===== src/rtl/uart_rx_fifo.sv =====
// uart_rx_fifo: 8N1 UART receiver feeding a small byte FIFO.
// Ports: clk; reset (sync, active high); rx_pin (async serial in, idle high);
//   rx_data/rx_valid/rx_ready (FIFO head with valid/ready pop);
//   overrun/framing_error (sticky, cleared by err_clear); fill (occupancy).
// Define UART_RX_PARITY_EN for an even parity bit and a parity_error output.
module uart_rx_fifo #(
    parameter int CLOCK_HZ   = 20_000_000,
    parameter int BAUD       = 115200,
    parameter int FIFO_DEPTH = 4
) (
    input  logic                          clk,
    input  logic                          reset,
    input  logic                          rx_pin,
    output logic [7:0]                    rx_data,
    output logic                          rx_valid,
    input  logic                          rx_ready,
    output logic                          overrun,
    output logic                          framing_error,
`ifdef UART_RX_PARITY_EN
    output logic                          parity_error,
`endif
    input  logic                          err_clear,
    output logic [$clog2(FIFO_DEPTH):0]   fill
);
    localparam int DIV  = CLOCK_HZ / BAUD;
    localparam int HALF = DIV / 2;
    localparam int AW   = $clog2(FIFO_DEPTH);
    localparam int FW   = AW + 1;
    localparam int CW   = $clog2(DIV + 1);

    typedef enum logic [2:0] {
        IDLE,
        START,
        DATA,
`ifdef UART_RX_PARITY_EN
        PARITY,
`endif
        STOP,
        WAIT_HIGH
    } state_t;

    logic          rx_meta;
    logic          rx_s;
    state_t        state;
    logic [CW-1:0] cnt;
    logic [2:0]    bit_idx;
    logic [7:0]    shreg;
    logic          expired;
    logic          push;
    logic          fe_set;
`ifdef UART_RX_PARITY_EN
    logic          par_bad;
    logic          pe_set;
`endif

    always_ff @(posedge clk) begin
        if (reset) begin
            rx_meta <= 1'b1;
            rx_s    <= 1'b1;
        end else begin
            rx_meta <= rx_pin;
            rx_s    <= rx_meta;
        end
    end

    assign expired = (cnt == '0);

    // Frame-complete strobes, decoded in the stop-sample cycle so the
    // FIFO write lands on the same edge as the stop-bit sample.
    always_comb begin
        push   = 1'b0;
        fe_set = 1'b0;
        if (state == STOP && expired) begin
`ifdef UART_RX_PARITY_EN
            push = rx_s && !par_bad;
`else
            push = rx_s;
`endif
            fe_set = !rx_s;
        end
    end

`ifdef UART_RX_PARITY_EN
    assign pe_set = (state == PARITY) && expired && (^{shreg, rx_s});
`endif

    // Loading N makes the sample fall N+1 edges later, hence the -1s.
    always_ff @(posedge clk) begin
        if (reset) begin
            state   <= IDLE;
            cnt     <= '0;
            bit_idx <= '0;
            shreg   <= '0;
`ifdef UART_RX_PARITY_EN
            par_bad <= 1'b0;
`endif
        end else begin
            if (!expired) cnt <= cnt - CW'(1);
            unique case (state)
                IDLE: begin
                    if (!rx_s) begin
                        state <= START;
                        cnt   <= CW'(HALF - 1);
                    end
                end
                START: begin
                    if (expired) begin
                        if (!rx_s) begin
                            state   <= DATA;
                            cnt     <= CW'(DIV - 1);
                            bit_idx <= '0;
                        end else begin
                            state <= IDLE;
                        end
                    end
                end
                DATA: begin
                    if (expired) begin
                        shreg   <= {rx_s, shreg[7:1]};
                        cnt     <= CW'(DIV - 1);
                        bit_idx <= bit_idx + 3'd1;
                        if (bit_idx == 3'd7) begin
`ifdef UART_RX_PARITY_EN
                            state <= PARITY;
`else
                            state <= STOP;
`endif
                        end
                    end
                end
`ifdef UART_RX_PARITY_EN
                PARITY: begin
                    if (expired) begin
                        par_bad <= ^{shreg, rx_s};
                        cnt     <= CW'(DIV - 1);
                        state   <= STOP;
                    end
                end
`endif
                STOP: begin
                    if (expired) state <= rx_s ? IDLE : WAIT_HIGH;
                end
                WAIT_HIGH: begin
                    if (rx_s) state <= IDLE;
                end
                default: state <= IDLE;
            endcase
        end
    end

    logic [7:0]    mem [FIFO_DEPTH];
    logic [AW-1:0] wr_ptr;
    logic [AW-1:0] rd_ptr;
    logic          full;
    logic          do_pop;
    logic          do_push;
    logic          drop;

    assign rx_valid = (fill != '0);
    assign rx_data  = mem[rd_ptr];
    assign full     = (fill == FW'(FIFO_DEPTH));
    assign do_pop   = rx_valid && rx_ready;
    // A pop in the same cycle frees the slot the push needs.
    assign do_push  = push && (!full || do_pop);
    assign drop     = push && full && !do_pop;

    always_ff @(posedge clk) begin
        if (reset) begin
            wr_ptr <= '0;
            rd_ptr <= '0;
            fill   <= '0;
            for (int i = 0; i < FIFO_DEPTH; i++) mem[i] <= '0;
        end else begin
            if (do_push) begin
                mem[wr_ptr] <= shreg;
                wr_ptr      <= wr_ptr + AW'(1);
            end
            if (do_pop) rd_ptr <= rd_ptr + AW'(1);
            if (do_push && !do_pop) fill <= fill + FW'(1);
            else if (!do_push && do_pop) fill <= fill - FW'(1);
        end
    end

    // Set has priority over err_clear so no event is lost.
    always_ff @(posedge clk) begin
        if (reset) begin
            overrun       <= 1'b0;
            framing_error <= 1'b0;
`ifdef UART_RX_PARITY_EN
            parity_error  <= 1'b0;
`endif
        end else begin
            if (drop) overrun <= 1'b1;
            else if (err_clear) overrun <= 1'b0;
            if (fe_set) framing_error <= 1'b1;
            else if (err_clear) framing_error <= 1'b0;
`ifdef UART_RX_PARITY_EN
            if (pe_set) parity_error <= 1'b1;
            else if (err_clear) parity_error <= 1'b0;
`endif
        end
    end

endmodule

===== config.mk =====
export PLATFORM = sky130hd
export DESIGN_NAME = uart_rx_fifo
export DESIGN_NICKNAME = d
export VERILOG_FILES = /design/src/rtl/uart_rx_fifo.sv
export SDC_FILE = /design/constraint.sdc
export NUM_CORES = 1
export LEC_CHECK = 0
export ABC_CLOCK_PERIOD_IN_PS = 5700
export BUFFER_PORTS_ARGS = -buffer_cell sky130_fd_sc_hd__buf_2
export CORE_UTILIZATION = 61
export CTS_CLUSTER_DIAMETER = 50
export DETAILED_ROUTE_END_ITERATION = 12
export GPL_TIMING_DRIVEN = 0
export PLACE_DENSITY_LB_ADDON = 0.12
export SETUP_SLACK_MARGIN = 0.3
export SLEW_MARGIN = 20
export SYNTH_ARGS = -nofsm -noshare
export SYNTH_HDL_FRONTEND = slang
export SYNTH_SLANG_ARGS = --single-unit

===== constraint.sdc =====
create_clock -name clk -period 5.7 [get_ports clk]
set_input_delay 0.57 -clock clk [delete_from_list [all_inputs] [get_ports clk]]
set_output_delay 0.57 -clock clk [all_outputs]
set_load 0.02 [all_outputs]

# Word-level counts from Yosys, hierarchy flattened
# Memories as Yosys holds them, arrays and structs flattened. A register that Yosys moved wholly into a read port is not among the register bits.
# Cells that the tools add are included.
dict set report classes {
  addsub 6
  eq_ne 13
  n_mux 36
  reduce_logical 23
}
# operator count
set ops {}
lappend ops {{two-way mux 8 bit} 6}
lappend ops {{two-way mux 3 bit} 12}
lappend ops {{case mux 8 bit (3 select lines)} 1}
lappend ops {{case mux 3 bit (5 select lines)} 1}
lappend ops {{inequality test 2 bit, second input constant} 7}
lappend ops {{two-way mux 1 bit} 11}
lappend ops {{equality test 3 bit, second input constant} 3}
lappend ops {{logical NOT 8 bit} 1}
lappend ops {{two-way mux 2 bit} 4}
lappend ops {{nonzero test 2 bit} 4}
lappend ops {{OR reduction 8 bit} 1}
lappend ops {{subtractor 8 x 1 -> 8 bit, second input constant} 1}
lappend ops {{logical AND 1 bit} 7}
lappend ops {{adder 3 x 1 -> 3 bit, second input constant} 2}
lappend ops {{equality test 3 x 2 -> 1 bit, second input constant} 2}
lappend ops {{case mux 3 bit (2 select lines)} 1}
lappend ops {{AND reduction 6 bit} 1}
lappend ops {{adder 2 x 1 -> 2 bit, second input constant} 2}
lappend ops {{logical NOT 1 bit} 4}
lappend ops {{AND reduction 4 bit} 1}
lappend ops {{equality test 3 x 1 -> 1 bit, second input constant} 1}
lappend ops {{logical NOT 3 bit} 1}
lappend ops {{nonzero test 3 bit} 1}
lappend ops {{subtractor 3 x 1 -> 3 bit, second input constant} 1}
lappend ops {{2 further kinds} 2}
dict set report totals {
  reg_bits 33
  mem_bits_rw 32
  in_bits 5
  out_inout_bits 14
  wordCells 90
  memories 1
}
# memory depth width rd rd_clocked_by_memory_dff wr line
set mem_list {}
lappend mem_list {mem 4 8 1 1 4 151} ;# logic [7:0] mem [FIFO_DEPTH];

# Logic depth before layout (Yosys ltp)
# Gate-level depths: netlist of the first run.
dict set report logic_depth {
  depth_word 9
  depth_mapped 10
  mapped_depth_nobuf 10
}

# Worst setup path before layout of the first run
# OpenSTA, ideal clock, no wires.
dict set report synth_path {
  kind {register to register}
  start {reg cnt[0]}
  end {reg fill[2]}
  setup_time_ns 0.071
  t_arrival_ns 2.720
  required_ns 5.629
  path_slack_ns 2.910
  stages_incl_launch_ff 11
  path_buffers 0
  period_less_slack_ns 2.790
  cell_sequence {dfxtp_1 -> inv_1 -> ha_1 -> or4b_2 -> nor4_2 -> ha_1 -> inv_1 -> fa_1 -> xor2_1 -> or3_1 -> a21oi_1}
}
dict set report synth_via {
  elab_chain_cells 7
  elab_cells_between_ends 9
  cone_classes {mux: 2; reduce/logical: 7}
}
# element line
set synth_rtl {}
lappend synth_rtl {{start, declared} 45} ;# logic [CW-1:0] cnt;
lappend synth_rtl {{start signal, assigned} 98} ;# if (!expired) cnt <= cnt - CW'(1);
lappend synth_rtl {{start signal, assigned} 103} ;# cnt <= CW'(HALF - 1);
lappend synth_rtl {{start signal, assigned} 110} ;# cnt <= CW'(DIV - 1);
lappend synth_rtl {{logical NOT 8 bit *} 66} ;# assign expired = (cnt == '0);
lappend synth_rtl {{logical AND 1 bit *} 73} ;# if (state == STOP && expired) begin
lappend synth_rtl {{two-way mux 1 bit *} 73}
lappend synth_rtl {{logical AND 1 bit *} 164} ;# assign do_push = push && (!full || do_pop);
lappend synth_rtl {{via do_push} 156} ;# logic do_push;
lappend synth_rtl {{logical NOT 1 bit} 180} ;# else if (!do_push && do_pop) fill <= fill - FW'(1);
lappend synth_rtl {{logical AND 1 bit} 180}
lappend synth_rtl {{nonzero test 2 bit (no line)} --}
lappend synth_rtl {{end signal, assigned} 179} ;# if (do_push && !do_pop) fill <= fill + FW'(1);
lappend synth_rtl {{end signal, assigned} 180}
lappend synth_rtl {{end, declared} 23} ;# output logic [$clog2(FIFO_DEPTH):0] fill
# The timed path passes the listed nets; every way through them passes the cells marked *.
# A chain may end at the register's enable or synchronous reset.

# Worst setup path in the final report of the first run
# Ends and elaborated chain as after synthesis.

==> impl_metrics.prom, run 1 <==
# TYPE chip_impl_metric gauge
chip_impl_info{name="critical_path.startpoint",value="cnt[0]"} 1
chip_impl_metric{name="arrival",unit="ps"} 3260
chip_impl_metric{name="height_of_the_chip",unit="µm"} 73.7
chip_impl_metric{name="number_of_flops_mapped_to_enable_cells_by_yosys",unit=""} 32
chip_impl_metric{name="synth_adder_area_share",unit=""} 0.0264
chip_impl_info{name="crit_slowest_cell",value="sky130_fd_sc_hd__or4b_2"} 1
chip_impl_metric{name="grt_start_max_net_pins",unit=""} 12
chip_impl_metric{name="syn_nets",unit=""} 280
chip_impl_info{name="synth_top_family_by_area",value="simple AND/OR/NAND/NOR gates"} 1
chip_impl_metric{name="postSynth.asyncResetShare",unit=""} 0
chip_impl_info{name="timing.rr.start",value="cnt[0]"} 1
chip_impl_metric{name="ctsHtreeMaxLevel",unit=""} 3
chip_impl_metric{name="io_pins",unit=""} 19
chip_impl_info{name="cts_tree",value="yes"} 1
chip_impl_info{name="outcome",value="finished, final reports clean"} 1
chip_impl_metric{name="drt.antenna.violating_nets",unit=""} 0
chip_impl_metric{name="num_vias",unit=""} 2080
chip_impl_info{name="timing.critical_path.from_type",value="register"} 1
chip_impl_metric{name="wire_length_of_the_first_global_routing_pass",unit="mm"} 9.50
chip_impl_metric{name="netlist_area",unit="µm²"} 3130
chip_impl_metric{name="clk_latency",unit="ps"} 340
chip_impl_metric{name="place.detailed.hpwl",unit="mm"} 3.85
chip_impl_metric{name="detail_route.iter0.violations",unit=""} 152
chip_impl_metric{name="finalHoldViolCount",unit=""} 0
chip_impl_metric{name="vias_per_cell",unit=""} 5.64
chip_impl_metric{name="power_density",unit="nW/µm²"} 407
chip_impl_metric{name="wl_per_cell",unit="µm"} 15.4
chip_impl_metric{name="total_power",unit="mW"} 1.42
chip_impl_metric{name="reg2regPathDepth",unit=""} 10
chip_impl_metric{name="timing.final.max_slew_violations",unit=""} 0
chip_impl_metric{name="worstPathMaxFanout",unit=""} 6
chip_impl_info{name="worst_min_path_class",value="reg2reg"} 1
chip_impl_metric{name="place_worst_setup_slack",unit="ps"} 2720
chip_impl_metric{name="syn-instance-count",unit=""} 269
chip_impl_metric{name="critical_path.max_stage_delay",unit="ps"} 650
chip_impl_info{name="regToRegEndpoint",value="fill[2]"} 1
chip_impl_metric{name="share_of_the_clock_period_used_by_the_worst_path",unit=""} 0.525
chip_impl_info{name="timing_worst_setup_path_type",value="reg2reg"} 1
chip_impl_metric{name="post_cts_hold_buffer_count",unit=""} 0
chip_impl_metric{name="drt-pass1-iter-count",unit=""} 4
chip_impl_info{name="critical_path.top_delay_family",value="simple AND/OR/NAND/NOR gates"} 1
chip_impl_metric{name="worst_clock_skew",unit="ps"} 6.60
chip_impl_metric{name="r2r_slack",unit="ps"} 2700
chip_impl_metric{name="drc_errors",unit=""} 0
chip_impl_info{name="synth.area.top_cells",value="sky130_fd_sc_hd__edfxtp_1 31%, sky130_fd_sc_hd__dfxtp_1 22%, sky130_fd_sc_hd__mux4_2 5.8%, sky130_fd_sc_hd__and2_1 5.2%, sky130_fd_sc_hd__mux2i_1 3.2%"} 1
chip_impl_metric{name="synthToLayoutAreaGrowth",unit="%"} 11.1
chip_impl_metric{name="overflow",unit=""} 0
chip_impl_metric{name="antenna_cells_inserted",unit=""} 0
chip_impl_info{name="synth_largest_area_cell",value="sky130_fd_sc_hd__edfxtp_1"} 1
chip_impl_info{name="cts.root.buffer_cell",value="sky130_fd_sc_hd__clkbuf_8"} 1
chip_impl_metric{name="synth_simple_gate_area_frac",unit=""} 0.226
chip_impl_metric{name="timing.final.setup_violations",unit=""} 0
chip_impl_metric{name="yosys.area.top_type_share",unit=""} 0.307
chip_impl_metric{name="finalWirelength",unit="mm"} 5.69
chip_impl_metric{name="place_area",unit="µm²"} 3300
chip_impl_metric{name="vdd.ir_drop.worst",unit="mV"} 0.320
chip_impl_metric{name="fin_area",unit="µm²"} 3480
chip_impl_metric{name="gp_congestion",unit=""} 0.816
chip_impl_metric{name="cp_num_cells",unit=""} 10
chip_impl_metric{name="synth.yosys.seq_area_share",unit=""} 0.530
chip_impl_metric{name="max_slew_margin",unit=""} 0.422
chip_impl_metric{name="worst_ep_required_time",unit="ps"} 5970
chip_impl_metric{name="rows",unit=""} 25
chip_impl_metric{name="number_of_buffers_on_the_longest_clock_path",unit=""} 2
chip_impl_metric{name="die_area",unit="µm²"} 5430
chip_impl_metric{name="grt_pass1_vias",unit=""} 1951
chip_impl_metric{name="finalSetupTns",unit="ps"} 0
chip_impl_metric{name="postLayoutSetupSlackWorst",unit="ps"} 2700
chip_impl_info{name="rsz_0062_raised_after_global_routing",value="false"} 1
chip_impl_metric{name="postCtsSetupRepairBufs",unit=""} 0
chip_impl_metric{name="drive_above_1_share",unit=""} 0.195
chip_impl_metric{name="synth_xor_xnor_area_share",unit=""} 0.0252
chip_impl_metric{name="timing.critical_path.buf_inv",unit=""} 2
chip_impl_metric{name="muxShareOfSynthArea",unit=""} 0.0931
chip_impl_metric{name="start_util",unit=""} 0.650
chip_impl_metric{name="yosysUniqueCellTypes",unit=""} 57
chip_impl_metric{name="synth_compound_area_frac",unit=""} 0.0679
chip_impl_metric{name="antenna_found_initial",unit=""} 0
chip_impl_metric{name="grt_usage",unit=""} 0.241
chip_impl_metric{name="synth_seq_cells",unit=""} 67
chip_impl_metric{name="max_freq",unit="MHz"} 334
chip_impl_metric{name="layout_min_cycle_time",unit="ps"} 3000
chip_impl_info{name="worstSetupEndpointType",value="register"} 1
chip_impl_metric{name="cap_viol_max_count",unit=""} 0
chip_impl_metric{name="portBuffers",unit=""} 17
chip_impl_info{name="cp_cell_sequence",value="inv_1 -> ha_1 -> or4b_2 -> nor4_2 -> ha_1 -> inv_1 -> fa_1 -> xor2_1 -> or3_1 -> a21oi_1"} 1
chip_impl_metric{name="yosysWarningCount",unit=""} 0
chip_impl_metric{name="worst_tran_pin_value",unit="ps"} 855
chip_impl_metric{name="cts_buffers",unit=""} 9
chip_impl_metric{name="path_clk_slew",unit="ps"} 60
chip_impl_metric{name="postSynthAreaPerCell",unit="µm²"} 11.6
chip_impl_info{name="ys_dominant_reg_cell",value="sky130_fd_sc_hd__dfxtp_1"} 1
chip_impl_metric{name="layout.nets",unit=""} 308
chip_impl_metric{name="ctsResizeCount",unit=""} 0
chip_impl_info{name="worst_setup_path_endpoint",value="fill[2]"} 1
chip_impl_metric{name="die_w",unit="µm"} 73.7
chip_impl_metric{name="core_region_area",unit="µm²"} 4820
chip_impl_metric{name="numClockSinks",unit=""} 67
chip_impl_metric{name="p_leak",unit="nW"} 1.33
==> sequential cells by signal, indices dropped and copies added (netlist names), 2 cells and up, named ones only <==
register	count
bit_idx	3
state	3
wr_ptr	2
rd_ptr	2
mem	32
fill	3
cnt	8
shreg	8
==> worst min-delay path by stage <==
stage                        from       to  depth (start not counted)
after floorplan           rx_meta     rx_s                          1
after global placement    rx_meta     rx_s                          1
after detailed placement  rx_meta     rx_s                          1
after CTS                  rx_pin  rx_meta                          2
after global routing      rx_meta     rx_s                          1
final                     rx_meta     rx_s                          1
==> cells in the final DEF, fill, tap and decap left out, drive strengths merged, types with 8 or more instances in the layout <==
cell type  netlist  final
dfxtp           35     35
edfxtp          32     32
and2            26     26
nor2            25     25
buf              5     22
clkbuf           9     21
a21oi           12     12
mux2i           10     10
nand2            9      9
o21ai            9      9
mux4             8      8
==> Yosys cell counts, types with 6 or more instances <==
library cell / number
sky130_fd_sc_hd__mux4_2: 8
sky130_fd_sc_hd__and2_1: 26
sky130_fd_sc_hd__inv_1: 7
sky130_fd_sc_hd__a21oi_1: 12
sky130_fd_sc_hd__nand2_1: 9
sky130_fd_sc_hd__nor2_1: 24
sky130_fd_sc_hd__xor2_1: 6
sky130_fd_sc_hd__edfxtp_1: 32
sky130_fd_sc_hd__clkbuf_1: 8
sky130_fd_sc_hd__dfxtp_1: 35
sky130_fd_sc_hd__o21ai_0: 9
sky130_fd_sc_hd__mux2i_1: 10
==> logic make-up after synthesis <==
| family | after synthesis |
|---|---|
| compound gates | 35 |
| xor+xnor | 9 |
| fa+ha+maj | 6 |
| buf+inv | 21 |
| flops | 67 |
| mux | 19 |
| simple gates | 112 |
==> final cells by class <==
type	count	area [µm²]
clock buffer	12	135
fill	384	1340
timing repair buffer	17	85.1
inverter	7	26.3
tap	67	83.8
buffer	14	70.1
sequential	67	1660
clock inverter	4	42.5
multi-input combinational	181	1380
==> through the flow <==
step,util,cells,hold WS (ps)
after CTS,0.722,369,405
final,0.722,369,407
after global placement,0.685,353,394
after floorplan,-,269,389
after global routing,0.722,369,423
after detailed placement,0.685,353,395
==> where the power goes <==
group | total, mW | internal, mW | switching, mW
clock network | 0.365 | 0.199 | 0.166
registers | 0.592 | 0.550 | 0.0413
logic | 0.458 | 0.199 | 0.259
total | 1.42 | 0.949 | 0.467
==> routing by layer <==
layer / part of all wire / global-route usage / wire, µm
met1: 0.46 / 0.306 / 2610
met2: 0.49 / 0.400 / 2790
met3: 0.034 / 0.0412 / 193
met4: 0.017 / 0.120 / 97
met5: 0 / 0 / 0
(Power assumes the default switching activity.)
==> run 2: changes to the inputs <==
- ABC_AREA: not set -> 1
- ABC_CLOCK_PERIOD_IN_PS: 5700 -> 2830
- CORE_UTILIZATION: 61 -> 60
- clock period: 5.7 -> 2.83 ns (I/O delays scaled with it)
==> impl_metrics.prom, run 2 <==
# TYPE chip_impl_metric gauge
chip_impl_info{name="outcome",value="finished, final reports clean"} 1
chip_impl_metric{name="arrival",unit="ps"} 2590
chip_impl_metric{name="drt.antenna.violating_nets",unit=""} 0
chip_impl_metric{name="postSynth.asyncResetShare",unit=""} 0
chip_impl_metric{name="drt-pass1-iter-count",unit=""} 5
chip_impl_info{name="dr.max_layer_used",value="met4"} 1
chip_impl_metric{name="hold_path_depth",unit=""} 2
chip_impl_info{name="synth_most_common_cell",value="sky130_fd_sc_hd__nor2_1"} 1
chip_impl_info{name="timing.critical_path.from_type",value="register"} 1
chip_impl_metric{name="timing.final.setup_violations",unit=""} 0
chip_impl_metric{name="gp_congestion",unit=""} 0.828
chip_impl_metric{name="path_clk_slew",unit="ps"} 70
chip_impl_metric{name="synth.yosys.seq_area_share",unit=""} 0.537
chip_impl_info{name="worstSetupEndpointType",value="register"} 1
chip_impl_info{name="layout.cells.most_common",value="sky130_fd_sc_hd__nor2_1"} 1
chip_impl_metric{name="die_w",unit="µm"} 73.8
chip_impl_metric{name="overflow",unit=""} 0
chip_impl_info{name="layout.cells.most_common_list",value="65 x sky130_fd_sc_hd__nor2_1, 40 x sky130_fd_sc_hd__inv_1, 39 x sky130_fd_sc_hd__nand2_1"} 1
chip_impl_metric{name="number_of_buffers_on_the_longest_clock_path",unit=""} 2
chip_impl_metric{name="yosysUniqueCellTypes",unit=""} 28
chip_impl_metric{name="intPower",unit="mW"} 1.87
chip_impl_metric{name="syn_nets",unit=""} 363
chip_impl_metric{name="area_used_by_multi_input_combinational_logic",unit="µm²"} 1220
chip_impl_metric{name="switching_power",unit="mW"} 1.11
chip_impl_metric{name="rows",unit=""} 25
chip_impl_metric{name="cts_buffers",unit=""} 9
chip_impl_metric{name="num_vias",unit=""} 2430
chip_impl_metric{name="finalSetupTns",unit="ps"} 0
chip_impl_metric{name="height_of_the_chip",unit="µm"} 73.8
chip_impl_info{name="largest_register",value="mem"} 1
chip_impl_metric{name="max_slew_margin",unit=""} 0.669
chip_impl_metric{name="drc_errors",unit=""} 0
chip_impl_metric{name="p_leak",unit="nW"} 1.39
chip_impl_metric{name="ctsHtreeMaxLevel",unit=""} 3
chip_impl_metric{name="place.detailed.hpwl",unit="mm"} 4.29
chip_impl_metric{name="io_pins",unit=""} 19
chip_impl_metric{name="seq_power_share",unit=""} 0.404
chip_impl_metric{name="wl_per_cell",unit="µm"} 13.3
chip_impl_metric{name="finalWirelength",unit="mm"} 6.06
chip_impl_info{name="cts.root.buffer_cell",value="sky130_fd_sc_hd__clkbuf_8"} 1
chip_impl_metric{name="yosys.area.top_type_share",unit=""} 0.310
chip_impl_info{name="synth.area.top_cells",value="sky130_fd_sc_hd__edfxtp_1 31%, sky130_fd_sc_hd__dfxtp_1 23%, sky130_fd_sc_hd__nor2_1 7.9%, sky130_fd_sc_hd__o21ai_0 6.5%, sky130_fd_sc_hd__a21oi_1 5.2%"} 1
chip_impl_metric{name="detailroute.wirelength.met2",unit="mm"} 2.80
chip_impl_metric{name="timing.final.max_slew_violations",unit=""} 0
chip_impl_metric{name="reg2regPathDepth",unit=""} 15
chip_impl_metric{name="dr_wl_met3",unit="µm"} 282
chip_impl_metric{name="r2r_slack",unit="ps"} 460
chip_impl_metric{name="worst_ep_required_time",unit="ps"} 3060
chip_impl_metric{name="fin_util",unit=""} 0.715
chip_impl_metric{name="post_cts_hold_buffer_count",unit=""} 0
chip_impl_metric{name="area.sequential",unit="µm²"} 1660
chip_impl_metric{name="cap_viol_max_count",unit=""} 0
chip_impl_metric{name="antenna_cells_inserted",unit=""} 0
chip_impl_metric{name="swShare",unit=""} 0.373
chip_impl_info{name="holdPathEnd",value="rx_meta"} 1
chip_impl_metric{name="grt_start_max_net_pins",unit=""} 13
chip_impl_metric{name="vias_per_cell",unit=""} 5.35
chip_impl_metric{name="layout_min_cycle_time",unit="ps"} 2370
chip_impl_info{name="regToRegEndpoint",value="fill[2]"} 1
chip_impl_info{name="timing.rr.start",value="cnt[0]"} 1
chip_impl_metric{name="die_area",unit="µm²"} 5450
chip_impl_metric{name="finalHoldViolCount",unit=""} 0
chip_impl_metric{name="core_region_area",unit="µm²"} 4850
chip_impl_info{name="synth_largest_area_cell",value="sky130_fd_sc_hd__edfxtp_1"} 1
chip_impl_metric{name="grt_pass1_vias",unit=""} 2174
chip_impl_metric{name="wire_length_of_the_first_global_routing_pass",unit="mm"} 9.95
chip_impl_metric{name="met1Wirelength",unit="mm"} 2.89
chip_impl_metric{name="share_comb_of_total_power",unit=""} 0.341
chip_impl_info{name="rsz_0062_raised_after_global_routing",value="false"} 1
chip_impl_info{name="layout_top_registers",value="mem (32), cnt (8), shreg (8)"} 1
chip_impl_metric{name="netlist_area",unit="µm²"} 3100
chip_impl_metric{name="postSynthAreaPerCell",unit="µm²"} 8.79
chip_impl_metric{name="syn-instance-count",unit=""} 352
chip_impl_metric{name="clk_latency",unit="ps"} 340
chip_impl_metric{name="synthToLayoutAreaGrowth",unit="%"} 12.0
chip_impl_metric{name="share_of_the_clock_period_used_by_the_worst_path",unit=""} 0.836
chip_impl_metric{name="total_power",unit="mW"} 2.98
chip_impl_metric{name="power.clock.fraction",unit=""} 0.255
chip_impl_metric{name="layout.nets",unit=""} 393
chip_impl_metric{name="start_util",unit=""} 0.638
chip_impl_info{name="worst_min_path_class",value="in2reg"} 1
chip_impl_info{name="timing.hold.worst.start",value="rx_pin"} 1
chip_impl_metric{name="worst_clock_skew",unit="ps"} 9.16
chip_impl_metric{name="max_freq",unit="MHz"} 423
chip_impl_metric{name="antenna_found_initial",unit=""} 0
chip_impl_info{name="cts_tree",value="yes"} 1
chip_impl_info{name="timing_worst_setup_path_type",value="reg2reg"} 1
chip_impl_metric{name="final.fill_count",unit=""} 384
chip_impl_metric{name="vdd.ir_drop.worst",unit="mV"} 0.460
chip_impl_metric{name="synth_seq_cells",unit=""} 67
chip_impl_metric{name="number_of_flip_flops_under_the_largest_register_name",unit=""} 32
chip_impl_metric{name="grt_usage",unit=""} 0.251
chip_impl_metric{name="hold_slack",unit="ps"} 129
chip_impl_metric{name="worst_tran_pin_value",unit="ps"} 497
chip_impl_metric{name="number_of_flops_mapped_to_enable_cells_by_yosys",unit=""} 32
chip_impl_metric{name="power_density",unit="nW/µm²"} 858
chip_impl_info{name="cell_types_with_the_highest_counts_after_synthesis",value="65 x sky130_fd_sc_hd__nor2_1, 42 x sky130_fd_sc_hd__inv_1, 40 x sky130_fd_sc_hd__o21ai_0"} 1
chip_impl_info{name="ys_dominant_reg_cell",value="sky130_fd_sc_hd__dfxtp_1"} 1
chip_impl_metric{name="numClockSinks",unit=""} 67
chip_impl_metric{name="drive_above_1_share",unit=""} 0.152
chip_impl_metric{name="detail_route.iter0.violations",unit=""} 265
chip_impl_metric{name="worstPathMaxFanout",unit=""} 5
chip_impl_metric{name="yosysWarningCount",unit=""} 0
chip_impl_metric{name="portBuffers",unit=""} 18
[run 2: changes by cell type after synthesis, sizes merged, moves of 20 or more]
cell,change
nor2,+48
nand2,+33
a21oi,+20
o21ai,+33
and2,-26
inv,+39
[run 2: power by group through the flow]
stage	clock (mW)	combinational, mW	sequential, mW
6_report	0.758	1.02	1.20
3_5_place_dp	0	0.986	1.22
2_1_floorplan	0	0.758	1.22
3_3_place_gp	0	0.973	1.22
4_1_cts	0.766	0.992	1.20
5_1_grt	0.816	1.16	1.22
[run 2: how the worst max path moves through the flow]
| stage | endpoint | start | slack [ps] | cells after the start |
|---|---|---|---|---|
| 2_1_floorplan | fill[2] | cnt[0] | 590 | 15 |
| 4_1_cts | fill[2] | cnt[0] | 310 | 15 |
| 6_report | fill[2] | cnt[0] | 460 | 15 |
| 3_5_place_dp | fill[2] | cnt[0] | 320 | 15 |
| 5_1_grt | fill[2] | cnt[0] | 310 | 15 |
| 3_3_place_gp | fill[2] | cnt[0] | 410 | 15 |
[run 2: repair_timing]
action                     4_1_cts  5_1_grt
setup endpoints to repair        0        1
buffers inserted                 0        1
resized for setup                0        5
[run 2: routing by layer]
metal  vias to the layer above  global-route usage
li1                       1229                   -
met1                      1124               0.343
met2                        67               0.392
met3                        10              0.0453
met4                         0               0.111
met5                         -                   0
[run 2: cell type report]
| cell class | count | share of cell area |
|---|---|---|
| plain buffers | 7 | 0.0101 |
| clock buffers | 11 | 0.0379 |
| clock inverters | 5 | 0.0159 |
| inverters | 47 | 0.0509 |
| multi-input cells | 231 | 0.353 |
| flip-flops and latches | 67 | 0.479 |
| well taps | 67 | 0.0242 |
| repair buffers | 19 | 0.0282 |
[run 2: critical path, cell delays in order, from the launching register on]
cell and delay (ps):
sky130_fd_sc_hd__dfxtp_1 310, sky130_fd_sc_hd__inv_2 70, sky130_fd_sc_hd__ha_2 200, sky130_fd_sc_hd__inv_2 50
sky130_fd_sc_hd__nor2_4 100, sky130_fd_sc_hd__nand2_2 110, sky130_fd_sc_hd__nor2_8 170, sky130_fd_sc_hd__nand4_4 150
sky130_fd_sc_hd__inv_2 90, sky130_fd_sc_hd__ha_1 140, sky130_fd_sc_hd__inv_1 70, sky130_fd_sc_hd__fa_1 380
sky130_fd_sc_hd__a21oi_1 140, sky130_fd_sc_hd__o21ai_1 100, sky130_fd_sc_hd__o21ai_1 140, sky130_fd_sc_hd__a21oi_1 50
[run 2: kinds of logic after synthesis]
kind of cell,after synthesis,synth area share
xor+xnor,3,0.00849
buf+inv,54,0.0683
simple gates,139,0.222
compound gates,83,0.138
flops,67,0.537
fa+ha+maj,6,0.0267
[run 2: stage by stage]
stage | area (µm²) | setup slack (ps) | std cells
2_1_floorplan | 3100 | 586 | 352
3_3_place_gp | 3270 | 408 | 437
3_5_place_dp | 3270 | 320 | 437
4_1_cts | 3460 | 310 | 453
5_1_grt | 3470 | 311 | 454
6_report | 3470 | 464 | 454
==> run 3: changes to the inputs <==
- ABC_AREA: 1 -> 0
- ABC_CLOCK_PERIOD_IN_PS: 2830 -> 2250
- clock period: 2.83 -> 2.25 ns (I/O delays scaled with it)
==> impl_metrics.prom, run 3 (same netlist as run 1, synthesis figures left out) <==
# TYPE chip_impl_metric gauge
chip_impl_info{name="outcome",value="finished, violations left"} 1
chip_impl_info{name="violations",value="negative setup slack"} 1
chip_impl_metric{name="critical_path.max_stage_delay",unit="ps"} 520
chip_impl_info{name="cts.root.buffer_cell",value="sky130_fd_sc_hd__clkbuf_8"} 1
chip_impl_metric{name="max_freq",unit="MHz"} 378
chip_impl_metric{name="vias_per_cell",unit=""} 5.80
chip_impl_metric{name="power_density",unit="nW/µm²"} 1120
chip_impl_info{name="worstSetupEndpointType",value="register"} 1
chip_impl_metric{name="total_power",unit="mW"} 4.52
chip_impl_metric{name="rows",unit=""} 25
chip_impl_metric{name="grt_util_met1",unit=""} 0.321
chip_impl_metric{name="number_of_buffers_on_the_longest_clock_path",unit=""} 2
chip_impl_info{name="cp_cell_sequence",value="or4_4 -> buf_6 -> nor4_4 -> ha_4 -> inv_2 -> fa_2 -> xor2_1 -> or3_1 -> a21oi_2"} 1
chip_impl_metric{name="die_area",unit="µm²"} 5510
chip_impl_metric{name="clk_latency",unit="ps"} 340
chip_impl_metric{name="detail_route.iter0.violations",unit=""} 159
chip_impl_metric{name="die_w",unit="µm"} 74.3
chip_impl_info{name="timing_worst_setup_path_type",value="reg2reg"} 1
chip_impl_metric{name="drt.antenna.violating_nets",unit=""} 0
chip_impl_metric{name="postLayoutSetupSlackWorst",unit="ps"} -396
chip_impl_metric{name="r2r_slack",unit="ps"} -400
chip_impl_metric{name="numClockSinks",unit=""} 67
chip_impl_metric{name="cap_viol_max_count",unit=""} 0
chip_impl_metric{name="antenna_cells_inserted",unit=""} 0
chip_impl_info{name="worst_min_path_class",value="in2reg"} 1
chip_impl_metric{name="drc_errors",unit=""} 0
chip_impl_metric{name="worst_tran_pin_value",unit="ps"} 833
chip_impl_metric{name="layout_min_cycle_time",unit="ps"} 2650
chip_impl_info{name="cts_tree",value="yes"} 1
chip_impl_info{name="critical_path.startpoint",value="cnt[3]"} 1
chip_impl_info{name="regToRegEndpoint",value="fill[2]"} 1
chip_impl_metric{name="finalHoldViolCount",unit=""} 0
chip_impl_metric{name="timing.final.setup_violations",unit=""} 53
chip_impl_metric{name="wl_per_cell",unit="µm"} 18.6
chip_impl_info{name="layout.cells.most_common",value="sky130_fd_sc_hd__edfxtp_1"} 1
chip_impl_metric{name="max_slew_margin",unit=""} 0.439
chip_impl_metric{name="timing.critical_path.buf_inv",unit=""} 2
chip_impl_metric{name="number_of_flip_flops_under_the_largest_register_name",unit=""} 32
chip_impl_metric{name="arrival",unit="ps"} 2920
chip_impl_metric{name="drive_above_1_share",unit=""} 0.419
chip_impl_metric{name="gp_congestion",unit=""} 0.877
chip_impl_metric{name="share_of_the_clock_period_used_by_the_worst_path",unit=""} 1.18
chip_impl_metric{name="drt-pass1-iter-count",unit=""} 4
chip_impl_metric{name="start_util",unit=""} 0.642
chip_impl_metric{name="wire_length_of_the_first_global_routing_pass",unit="mm"} 10.2
chip_impl_metric{name="p_leak",unit="nW"} 1.59
chip_impl_metric{name="fin_util",unit=""} 0.825
chip_impl_metric{name="core_region_area",unit="µm²"} 4880
chip_impl_metric{name="finalWirelength",unit="mm"} 7.47
chip_impl_metric{name="cts_buffers",unit=""} 9
chip_impl_metric{name="worstPathMaxFanout",unit=""} 5
chip_impl_metric{name="io_pins",unit=""} 19
chip_impl_info{name="top_usage_layer",value="met2"} 1
chip_impl_metric{name="final.fill_count",unit=""} 277
chip_impl_info{name="critical_path.top_delay_family",value="simple AND/OR/NAND/NOR gates"} 1
chip_impl_info{name="timing.critical_path.from_type",value="register"} 1
chip_impl_metric{name="overflow",unit=""} 0
chip_impl_metric{name="worst_clock_skew",unit="ps"} 4.41
chip_impl_metric{name="hold_path_depth",unit=""} 2
chip_impl_info{name="layout.cells.most_common_list",value="32 x sky130_fd_sc_hd__edfxtp_1, 31 x sky130_fd_sc_hd__dfxtp_1, 22 x sky130_fd_sc_hd__nor2_1"} 1
chip_impl_metric{name="num_vias",unit=""} 2324
chip_impl_metric{name="numPlacedInstances",unit=""} 353
chip_impl_info{name="timing.rr.start",value="cnt[3]"} 1
chip_impl_metric{name="place.detailed.hpwl",unit="mm"} 4.02
chip_impl_metric{name="path_clk_slew",unit="ps"} 70
chip_impl_metric{name="layout.nets",unit=""} 340
chip_impl_info{name="holdPathEnd",value="rx_meta"} 1
chip_impl_metric{name="post_cts_hold_buffer_count",unit=""} 0
chip_impl_metric{name="reg2regPathDepth",unit=""} 9
chip_impl_metric{name="height_of_the_chip",unit="µm"} 74.3
chip_impl_metric{name="grt_start_max_net_pins",unit=""} 12
chip_impl_metric{name="grt_usage",unit=""} 0.255
chip_impl_info{name="largest_register",value="mem"} 1
chip_impl_metric{name="antenna_found_initial",unit=""} 0
chip_impl_info{name="timing.hold.worst.start",value="rx_pin"} 1
chip_impl_info{name="crit_slowest_cell",value="sky130_fd_sc_hd__or4_4"} 1
chip_impl_metric{name="stdcell_count",unit=""} 401
chip_impl_metric{name="synthToLayoutAreaGrowth",unit="%"} 28.5
chip_impl_metric{name="timing.final.max_slew_violations",unit=""} 0
chip_impl_info{name="rsz_0062_raised_after_global_routing",value="true"} 1
chip_impl_info{name="layout_top_registers",value="mem (32), cnt (8), shreg (8)"} 1
chip_impl_metric{name="portBuffers",unit=""} 17
chip_impl_metric{name="global_route.usage.met3",unit=""} 0.0407
chip_impl_metric{name="grt.met2_usage",unit=""} 0.438
chip_impl_metric{name="grt_pass1_vias",unit=""} 2074
chip_impl_metric{name="worst_ep_required_time",unit="ps"} 2520
chip_impl_metric{name="vdd.ir_drop.worst",unit="mV"} 1.01
chip_impl_metric{name="ctsHtreeMaxLevel",unit=""} 3
==> run 3: repair_timing <==
item,in CTS,in global routing
resized for setup,23,47
pin swaps,25,28
setup buffers,16,15
endpoints found under the hold margin,0,0
gates cloned,0,1
setup endpoints to repair,76,99
==> run 3: report_power, final <==
part           total (mW)  internal (mW)  switching (mW)
clock network       0.968          0.503           0.465
logic                2.03           1.04           0.992
registers            1.52           1.40           0.126
total                4.52           2.94            1.58
==> run 3: how the worst max path moves through the flow <==
| stage | depth (start not counted) | slack [ps] | to |
|---|---|---|---|
| 2_1_floorplan | 9 | -250 | fill[2] |
| 3_3_place_gp | 9 | -340 | fill[2] |
| 3_5_place_dp | 9 | -340 | fill[2] |
| 4_1_cts | 10 | -330 | fill[2] |
| 5_1_grt | 9 | -480 | fill[2] |
| 6_report | 9 | -400 | fill[2] |
==> run 3: layout make-up <==
cell class                 count  area, µm²  share of cell area
inverter                       7       28.8             0.00715
sequential                    67       1670               0.414
multi-input combinational    181       1590               0.396
tap                           67       83.8              0.0208
clock inverter                 6       56.3              0.0140
timing repair buffer          49        378              0.0939
clock buffer                  10        128              0.0317
buffer                        14       90.1              0.0224
==> run 3: per-stage QoR <==
stage               instance area, µm²  setup TNS (ps)  hold WS (ps)  setup WS [ps]
finish                            4030           -5600          85.2           -396
detailed placement                3360           -3280           395           -341
CTS                               3750           -6060          56.6           -333
floorplan                         3190            -280           329           -248
global route                      4030           -8650          90.7           -482
global placement                  3360           -2760           394           -340
==> run 3: per-layer routing <==
layer  up-vias  wire (µm)
li1       1092          -
met1      1147       3120
met2        69       3910
met3        16        274
met4         0        159
met5         -          0
